`config.mk`:
```
export PLATFORM = sky130hd
export DESIGN_NAME = lsu_ctrl_flat
export DESIGN_NICKNAME = d
export VERILOG_FILES = /design/src/rtl/lsu_ctrl_if.sv /design/src/rtl/lsu_ctrl.sv /design/src/flat_wrapper.sv
export SDC_FILE = /design/constraint.sdc
export NUM_CORES = 1
export LEC_CHECK = 0
export ABC_CLOCK_PERIOD_IN_PS = 5400
export CORE_MARGIN = 4
export CORE_UTILIZATION = 50
export DETAILED_ROUTE_END_ITERATION = 16
export PLACE_DENSITY = 0.87
export SYNTH_ARGS = -nofsm -noshare
export SYNTH_HDL_FRONTEND = slang
export SYNTH_SLANG_ARGS = --single-unit
```
`constraint.sdc`:
```
create_clock -name clk -period 5.4 [get_ports clk]
set_input_delay 1.35 -clock clk [delete_from_list [all_inputs] [get_ports clk]]
set_output_delay 1.35 -clock clk [all_outputs]
set_load 0.01 [all_outputs]
```
`src/rtl/lsu_ctrl_if.sv`:
```
// Pipeline request/response handshakes and memory port of the load/store stage.
// slave is the lsu_ctrl view; master is the pipeline-plus-memory view.
interface lsu_ctrl_if;
  logic        req_valid;
  logic        req_ready;
  logic        req_we;
  logic [63:0] req_addr;
  logic [63:0] req_wdata;
  logic [1:0]  req_size;
  logic        req_unsigned;
  logic        resp_valid;
  logic        resp_ready;
  logic [63:0] resp_rdata;
  logic        resp_err;
  logic        mem_ce;
  logic        mem_we;
  logic [63:0] mem_addr;
  logic [63:0] mem_wdata;
  logic [7:0]  mem_wmask;
  logic [63:0] mem_rdata;

  modport slave (
    input  req_valid, req_we, req_addr, req_wdata, req_size, req_unsigned,
    output req_ready,
    output resp_valid, resp_rdata, resp_err,
    input  resp_ready,
    output mem_ce, mem_we, mem_addr, mem_wdata, mem_wmask,
    input  mem_rdata
  );

  modport master (
    output req_valid, req_we, req_addr, req_wdata, req_size, req_unsigned,
    input  req_ready,
    input  resp_valid, resp_rdata, resp_err,
    output resp_ready,
    input  mem_ce, mem_we, mem_addr, mem_wdata, mem_wmask,
    output mem_rdata
  );
endinterface

```
`src/rtl/lsu_ctrl.sv`:
```
// Single-outstanding load/store stage driving a doubleword-wide memory port.
// Optional macro LSU_MISALIGN_TRAP_EN: misaligned requests skip memory and respond with resp_err.
module lsu_ctrl #(
  parameter int unsigned MEM_LAT = 0
) (
  input  logic       clk,
  input  logic       rst_n,
  lsu_ctrl_if.slave  bus
);

  typedef enum logic [1:0] {IDLE, ACCESS, RESP} state_t;

  localparam logic [3:0] LAST_CNT = 4'(MEM_LAT);

  state_t      state_q, state_d;
  logic [3:0]  cnt_q;
  logic        we_q;
  logic        uns_q;
  logic [1:0]  size_q;
  logic [63:0] addr_q;
  logic [63:0] wdata_q;
  logic [63:0] rdata_q;
  logic [2:0]  off;
  logic        accept;
  logic        last;
  logic        misalign;
  logic [7:0]  mask;
  logic [63:0] raw;
  logic [63:0] ext;

  assign off    = addr_q[2:0];
  assign accept = (state_q == IDLE) && bus.req_valid;
  assign last   = (state_q == ACCESS) && (cnt_q == LAST_CNT);

  assign bus.mem_addr   = {addr_q[63:3], 3'b000};
  assign bus.mem_wdata  = wdata_q << {off, 3'b000};
  assign bus.resp_rdata = rdata_q;

`ifdef LSU_MISALIGN_TRAP_EN
  logic err_q;

  always_comb begin
    misalign = 1'b0;
    case (bus.req_size)
      2'd1:    misalign = bus.req_addr[0];
      2'd2:    misalign = |bus.req_addr[1:0];
      2'd3:    misalign = |bus.req_addr[2:0];
      default: misalign = 1'b0;
    endcase
  end

  always_ff @(posedge clk or negedge rst_n) begin
    if (!rst_n)      err_q <= 1'b0;
    else if (accept) err_q <= misalign;
  end

  assign bus.resp_err = err_q;
`else
  assign misalign     = 1'b0;
  assign bus.resp_err = 1'b0;
`endif

  always_comb begin
    mask = '0;
    case (size_q)
      2'd0:    mask = 8'h01 << off;
      2'd1:    mask = 8'h03 << off;
      2'd2:    mask = 8'h0F << off;
      default: mask = 8'hFF;
    endcase
  end

  // Bytes past the doubleword boundary shift in as zero before extension.
  always_comb begin
    raw = bus.mem_rdata >> {off, 3'b000};
    ext = '0;
    case (size_q)
      2'd0:    ext = uns_q ? {56'b0, raw[7:0]}  : {{56{raw[7]}},  raw[7:0]};
      2'd1:    ext = uns_q ? {48'b0, raw[15:0]} : {{48{raw[15]}}, raw[15:0]};
      2'd2:    ext = uns_q ? {32'b0, raw[31:0]} : {{32{raw[31]}}, raw[31:0]};
      default: ext = raw;
    endcase
  end

  always_ff @(posedge clk or negedge rst_n) begin
    if (!rst_n) state_q <= IDLE;
    else        state_q <= state_d;
  end

  always_comb begin
    state_d        = state_q;
    bus.req_ready  = 1'b0;
    bus.resp_valid = 1'b0;
    bus.mem_ce     = 1'b0;
    bus.mem_we     = 1'b0;
    bus.mem_wmask  = '0;
    case (state_q)
      IDLE: begin
        bus.req_ready = 1'b1;
        if (bus.req_valid) state_d = misalign ? RESP : ACCESS;
      end
      ACCESS: begin
        bus.mem_ce    = 1'b1;
        bus.mem_wmask = mask;
        // Write strobe only on the final wait cycle so each store lands once.
        bus.mem_we    = we_q && last;
        if (last) state_d = RESP;
      end
      RESP: begin
        bus.resp_valid = 1'b1;
        if (bus.resp_ready) state_d = IDLE;
      end
      default: state_d = IDLE;
    endcase
  end

  always_ff @(posedge clk or negedge rst_n) begin
    if (!rst_n) begin
      cnt_q   <= '0;
      we_q    <= 1'b0;
      uns_q   <= 1'b0;
      size_q  <= '0;
      addr_q  <= '0;
      wdata_q <= '0;
      rdata_q <= '0;
    end else if (accept) begin
      cnt_q   <= '0;
      we_q    <= bus.req_we;
      uns_q   <= bus.req_unsigned;
      size_q  <= bus.req_size;
      addr_q  <= bus.req_addr;
      wdata_q <= bus.req_wdata;
      rdata_q <= '0;
    end else if (state_q == ACCESS) begin
      cnt_q <= cnt_q + 4'd1;
      if (last) rdata_q <= we_q ? '0 : ext;
    end
  end

endmodule

```
`src/flat_wrapper.sv`:
```
// flat-port wrapper written by rule: the top's interface ports become plain ports
module lsu_ctrl_flat 
#(
  parameter int unsigned MEM_LAT = 0
)
  (clk, rst_n, bus_req_valid, bus_req_we, bus_req_addr, bus_req_wdata, bus_req_size, bus_req_unsigned, bus_req_ready, bus_resp_valid, bus_resp_rdata, bus_resp_err, bus_resp_ready, bus_mem_ce, bus_mem_we, bus_mem_addr, bus_mem_wdata, bus_mem_wmask, bus_mem_rdata);
  lsu_ctrl_if bus_i ();
  input  logic clk;
  input  logic rst_n;
  input wire logic [$bits(bus_i.req_valid)-1:0] bus_req_valid;
  input wire logic [$bits(bus_i.req_we)-1:0] bus_req_we;
  input wire logic [$bits(bus_i.req_addr)-1:0] bus_req_addr;
  input wire logic [$bits(bus_i.req_wdata)-1:0] bus_req_wdata;
  input wire logic [$bits(bus_i.req_size)-1:0] bus_req_size;
  input wire logic [$bits(bus_i.req_unsigned)-1:0] bus_req_unsigned;
  output wire logic [$bits(bus_i.req_ready)-1:0] bus_req_ready;
  output wire logic [$bits(bus_i.resp_valid)-1:0] bus_resp_valid;
  output wire logic [$bits(bus_i.resp_rdata)-1:0] bus_resp_rdata;
  output wire logic [$bits(bus_i.resp_err)-1:0] bus_resp_err;
  input wire logic [$bits(bus_i.resp_ready)-1:0] bus_resp_ready;
  output wire logic [$bits(bus_i.mem_ce)-1:0] bus_mem_ce;
  output wire logic [$bits(bus_i.mem_we)-1:0] bus_mem_we;
  output wire logic [$bits(bus_i.mem_addr)-1:0] bus_mem_addr;
  output wire logic [$bits(bus_i.mem_wdata)-1:0] bus_mem_wdata;
  output wire logic [$bits(bus_i.mem_wmask)-1:0] bus_mem_wmask;
  input wire logic [$bits(bus_i.mem_rdata)-1:0] bus_mem_rdata;
  assign bus_i.req_valid = bus_req_valid;
  assign bus_i.req_we = bus_req_we;
  assign bus_i.req_addr = bus_req_addr;
  assign bus_i.req_wdata = bus_req_wdata;
  assign bus_i.req_size = bus_req_size;
  assign bus_i.req_unsigned = bus_req_unsigned;
  assign bus_req_ready = bus_i.req_ready;
  assign bus_resp_valid = bus_i.resp_valid;
  assign bus_resp_rdata = bus_i.resp_rdata;
  assign bus_resp_err = bus_i.resp_err;
  assign bus_i.resp_ready = bus_resp_ready;
  assign bus_mem_ce = bus_i.mem_ce;
  assign bus_mem_we = bus_i.mem_we;
  assign bus_mem_addr = bus_i.mem_addr;
  assign bus_mem_wdata = bus_i.mem_wdata;
  assign bus_mem_wmask = bus_i.mem_wmask;
  assign bus_i.mem_rdata = bus_mem_rdata;
  lsu_ctrl #(.MEM_LAT(MEM_LAT)) u_core (.clk(clk), .rst_n(rst_n), .bus(bus_i));
endmodule
```
* Word-level counts from Yosys, hierarchy flattened
Index checks and enable logic that the tools add are counted.
** Storage, ports and cells
- Bits in registers :: 202
- Bits in latches :: 0
- Bits in writable memories :: 0
- Bits in read-only memories :: 0
- Input port bits :: 200
- Output and inout bits :: 205
- Memories :: 0
** Operators by class
- Add/sub/neg operators :: 1
- $mul :: 0
- Divide/modulo/power cells :: 0
- Magnitude comparators :: 0
- Equality and inequality tests :: 7
- Shift-type cells :: 5
- Mux-type cells :: 20
- Bitwise operators :: 0
- Reductions and logical operators :: 10
** Operators by type and width (count)
- 2-to-1 mux 64 bit :: 7
- one-hot mux 64 bit (3 select lines) :: 1
- left shift 64 x 6 -> 64 bit :: 1
- right shift 64 x 6 -> 64 bit :: 1
- one-hot mux 8 bit (3 select lines) :: 1
- 2-to-1 mux 4 bit :: 2
- 2-to-1 mux 8 bit :: 1
- left shift 1 x 3 -> 8 bit (first input constant) :: 1
- left shift 2 x 3 -> 8 bit (first input constant) :: 1
- left shift 4 x 3 -> 8 bit (first input constant) :: 1
- 2-to-1 mux 2 bit :: 3
- one-hot mux 2 bit (3 select lines) :: 1
- adder 4 x 1 -> 4 bit (second input constant) :: 1
- == test 2 x 1 -> 1 bit (second input constant) :: 2
- == test 2 bit (second input constant) :: 2
- logical NOT 2 bit :: 2
- logical NOT 4 bit :: 1
- 2-to-1 mux 1 bit :: 4
- inequality test 2 bit (second input constant) :: 2
- nonzero test 2 bit :: 2
- logical AND 1 bit :: 3
- AND reduction 3 bit :: 1
- inequality test 2 x 1 -> 1 bit (second input constant) :: 1
- AND reduction 2 bit :: 1

* Longest topological paths before layout
- Word-level depth :: 7
- Mapped depth :: 9

* Least setup slack after synthesis
OpenSTA, ideal clock, no wires.
- Path type :: register to output
- Start :: register u_core.addr_q[0]
- End :: output bus_mem_wdata[54]
- Arrival :: 1.808 ns
- Data required time :: 4.050 ns
- Slack :: 2.242 ns
- Cell stages (with the launch flop) :: 8
- Path buffers :: 5
- Cells stage by stage :: dfrtp_1 > buf_6 > buf_6 > buf_4 > buf_4 > buf_2 > mux4_2 > mux2_2
** Between the ends
- Word-level cells in the longest chain between the ends :: 1
** Ends and longest elaborated chain
- start: declaration :: RTL line lsu_ctrl.sv:20 : logic [63:0] addr_q;
- start signal: assignment :: RTL line lsu_ctrl.sv:131 : addr_q <= bus.req_addr;
- left shift 64 x 6 -> 64 bit :: RTL line lsu_ctrl.sv:36 : assign bus.mem_wdata = wdata_q << {off, 3'b000};
- end: declaration :: RTL line flat_wrapper.sv:24 : output wire logic [$bits(bus_i.mem_wdata)-1:0] bus_mem_wdata;
Every way passes these cells.

* Final worst setup path
- Start :: register u_core.addr_q[2]
- End :: output bus_mem_wmask[5]
** Between the ends
- Word-level cells in the longest chain between the ends :: 3
- Elaborated cells on any way between the ends :: 5
** Ends and longest elaborated chain
- left shift 4 x 3 -> 8 bit (tied with other cells) :: RTL line lsu_ctrl.sv:68 : 2'd2: mask = 8'h0F << off;
- one-hot mux 8 bit (3 select lines) (*) :: RTL line lsu_ctrl.sv:65 : case (size_q)
- 2-to-1 mux 8 bit (*) :: RTL line lsu_ctrl.sv:97 : case (state_q)
- end: declaration :: RTL line flat_wrapper.sv:25 : output wire logic [$bits(bus_i.mem_wmask)-1:0] bus_mem_wmask;
Mark *: on every way between the ends. The rest lies on a longest branch, timed or not.

==> key figures <==
Detailed routing
  • Drt pass-1 iters: 6
  • Routed WL per cell: around 22 um
  • Post-Route WL: roughly 43 mm
  • DRC Markers: 0
  • Iter 0 DRT Violations: roughly 990
  • Vias per cell: 5.677
  • DR vias: about 11000
  • Post-route ant nets: 0

Clock tree
  • Clk Latency, worst-skew pair: roughly 0.53 ns
  • Clock transition at path regs: roughly 0.060 ns
  • H-tree Lvls: 1
  • CTS Buffer Depth: 3
  • Cts-stage hold buffer count: 0
  • CTS resizes: 0
  • Post-CTS Setup Inserts: 0
  • Clock root buffer: clkbuf_16
  • Clock tree from TritonCTS: yes
  • Num CTS Buffers: 23
  • TritonCTS Sinks: 202

Final layout
  • Number of filler cells placed in the layout: 1805
  • Area growth, synth to finish: 37.46%
  • Share of cells above drive strength 1: 8.690%
  • Register Area: a little over 5000 sq um
  • Final nets: 1870
  • Area of the multi-input gates: between 5000 and 6000 sq um
  • Final core occ: 69.85%

Global routing
  • Number of global-route vias before repair: 11479
  • Congestion Overflow GR: 0
  • Largest net degree at the start of global routing: 115
  • First-pass GRT wire length: between 60 and 70 mm
  • Total track usage: 31.57%
  • Initial antenna violation count: 8

Die
  • Chip Width: approximately 160 um
  • Starting Density: 50.81%
  • Total core area: between 20000 and 25000 sq um
  • Chip Height: between 150 and 200 um
  • # rows: between 50 and 60
  • I/O pin count: a little over 400
  • Full die area: 26390 sq um

Power and ir drop
  • Power Dens Cells: around 670 nW/um^2
  • Max VDD drop: roughly 560 uV
  • LEAKAGE: about 7.4 nW

Yosys
  • Synth area leader: dfrtp_1
  • Mapped Cells: roughly 1400
  • Synth top area cells: dfrtp_1 42%, nand2_1 15%, mux2i_1 6.1%
  • Sequential area share after synthesis: 42.38%
  • Synth cell types: 51
  • Share of the synthesized area in the top cell type: 42.38%
  • Ys async rst share: between 90% and 100%
  • Syn Std Cell Area: between 10000 and 15000 sq um
  • Mean Syn Cell Area: approximately 8.6 sq um
  • Yosys Warn Count: 0
  • Synthesis-stage register bit count: slightly above 200
  • Synth Flop Type: dfrtp_1
  • EDFF count, synth: 0

Timing
  • Hold Fails Final Rpt: 0
  • Part of the cycle the worst path needs: between 80% and 90%
  • Slew Viols, Final: 0
  • Final min period: roughly 4.8 ns
  • Maximum clock frequency: between 200 and 250 MHz
  • Final setup viols: 0
  • Worst Skew: about 0.008 ns
  • Worst setup margin: just over 0.6 ns
  • Setup TNS: 0 ns
  • Slew HR: between 30% and 40%
  • Worst Tran Pin Value: 1.049 ns
  • RSZ-0062 raised after global routing: no

Hold path
  • Hold WC Path Type: reg -> reg
  • Hold path endpoint: u_core.addr_q[12]
  • Hold_sp: u_core.addr_q[12]
  • Hold Crit Depth: 2

Setup path
  • Worst setup SP type: flop
  • FF-to-FF path depth: 6
  • Worst reg2reg setup slack: 1.89 ns
  • Worst Path Max Fanout: 79
  • CP Data Arrival Time: approximately 3.4 ns
  • Worst path required time: slightly above 4 ns
  • Capturing element type of the critical path: primary output
  • Cell Chain, Critical Path: inv_2, nor3_1, a21oi_1, a21oi_1, clkdlybuf4s50_1
  • Worst R2R End: u_core.bus.resp_rdata[16]
  • Crit Path Class: reg -> out
  • Worst R2R Start: u_core.addr_q[2]
  • Most common cell on crit path: a21oi_1
  • Slowest cell on crit path: dfrtp_4
  • Max incr delay on CP: 1.09 ns

Run status
  • Outcome: finished, final reports clean

Job
  • Max-Cap Viols: 0

Placement
  • I/O Buffers: 400
  • Gp weighted congestion: between 0.9 and 1
  • Setup WS pre-CTS: 1.205 ns
  • Dpl hpwl: roughly 31 mm
## layout by cell type (no fill, tap or decap), types with 14 or more instances in the layout
cell and instances:
nand2_1 484, clkdlybuf4s50_1 399, dfrtp_1 199, o21ai_0 95, mux2i_1 73, nor2_1 72
a21oi_1 58, mux2_2 31, o22ai_1 27, mux4_2 25, clkbuf_16 23, buf_4 20
and2_1 19, a221o_1 14
## where the power goes
part / total, mW / switching (mW) / internal [mW]
Combinational: 6.09 / 3.13 / 2.96
Sequential: 3.05 / 0.830 / 2.22
Clock: 1.80 / 0.666 / 1.13
Total: 10.9 / 4.63 / 6.31
## how the worst max path moves through the flow
stage | startpoint | endpoint | cells after the start | slack (ns)
3_5_place_dp | u_core.addr_q[2] | bus_mem_wmask[5] | 5 | 1.21
4_1_cts | u_core.addr_q[2] | bus_mem_wmask[5] | 5 | 0.64
5_1_grt | u_core.addr_q[2] | bus_mem_wmask[5] | 5 | 0.46
3_3_place_gp | u_core.addr_q[2] | bus_mem_wmask[5] | 5 | 1.23
6_report | u_core.addr_q[2] | bus_mem_wmask[5] | 5 | 0.61
2_1_floorplan | u_core.addr_q[0] | bus_mem_wdata[54] | 7 | 2.24
## critical path: cells and delay by family, from the launching register on
family,cells,cell delay (ns)
buffers and inverters,2,1.14
AND/OR/NAND/NOR,1,0.30
AO/OA/AOI/OAI,2,0.36
flip-flops,1,1.09
## synthesized netlist by cell type (2+ instances only)
library cell	instances
nand2_1	485
dfrtp_1	202
o21ai_0	95
buf_4	74
mux2i_1	73
nor2_1	72
a21oi_1	58
clkbuf_1	56
mux2_2	31
buf_2	29
o22ai_1	27
mux4_2	25
and2_1	19
a221o_1	14
a211oi_1	13
nor2b_1	13
inv_1	10
nand3_2	9
a211o_1	7
ha_1	7
nand2b_1	7
buf_6	6
o21ai_1	6
o31ai_1	5
o31ai_2	5
buf_1	3
nand3_1	3
a221o_2	2
and3_1	2
nand3b_1	2
nor3b_2	2
or2_1	2
xor2_1	2
## metrics by stage
step	cell area, sq um	hold WS [ns]	instances	power [mW]
final	16390	0.4735	2006	10.94
after global routing	16390	0.4891	2006	11.59
after CTS	16380	0.4764	1999	10.92
after detailed placement	15510	0.4615	1957	9.058
after global placement	15510	0.4525	1957	8.945
after floorplan	11940	0.4410	1387	6.470
## logic make-up (layout without fill, tap and decap cells)
kind of cell               Yosys count  after routing  synth area share (%)
xor gates and xnor gates             2              2                0.1469
buffers and inverters              180            473                 8.812
other                                1             11               0.03144
and+or+nand+nor                    624            624                 21.73
adders and majority gates            7              7                0.7343
AOI/OAI and AO/OA                  239            239                 12.39
muxes                              129            129                 13.77
DFF                                202            202                 42.38
## sequential cells by signal, indices dropped and copies added, names as in the netlist
register               count
u_core.size_q              2
u_core.state_q             2
u_core.uns_q               1
u_core.we_q                1
u_core.addr_q             64
u_core.bus.resp_rdata     64
u_core.cnt_q               4
u_core.wdata_q            64
## metal layers
metal | track usage (%) | up-vias | share of wire [%]
met3 | 7.998 | 120 | 9.9
li1 | - | 5147 | -
met5 | 0 | - | 0.030
met2 | 54.57 | 661 | 50
met1 | 37.63 | 5459 | 36
met4 | 13.07 | 2 | 4.4
## area by class of cell
| type | instances | area share, % |
|---|---|---|
| repair buffers | 420 | 25.36 |
| flip-flops and latches | 202 | 30.90 |
| well taps | 319 | 2.435 |
| multi-input cells | 1005 | 35.66 |
| clock inverters | 12 | 1.374 |
| diodes | 7 | 0.1068 |
| clock buffers | 30 | 3.915 |
| inverters | 11 | 0.2519 |
Note: power is estimated with default switching activity, not from simulation.
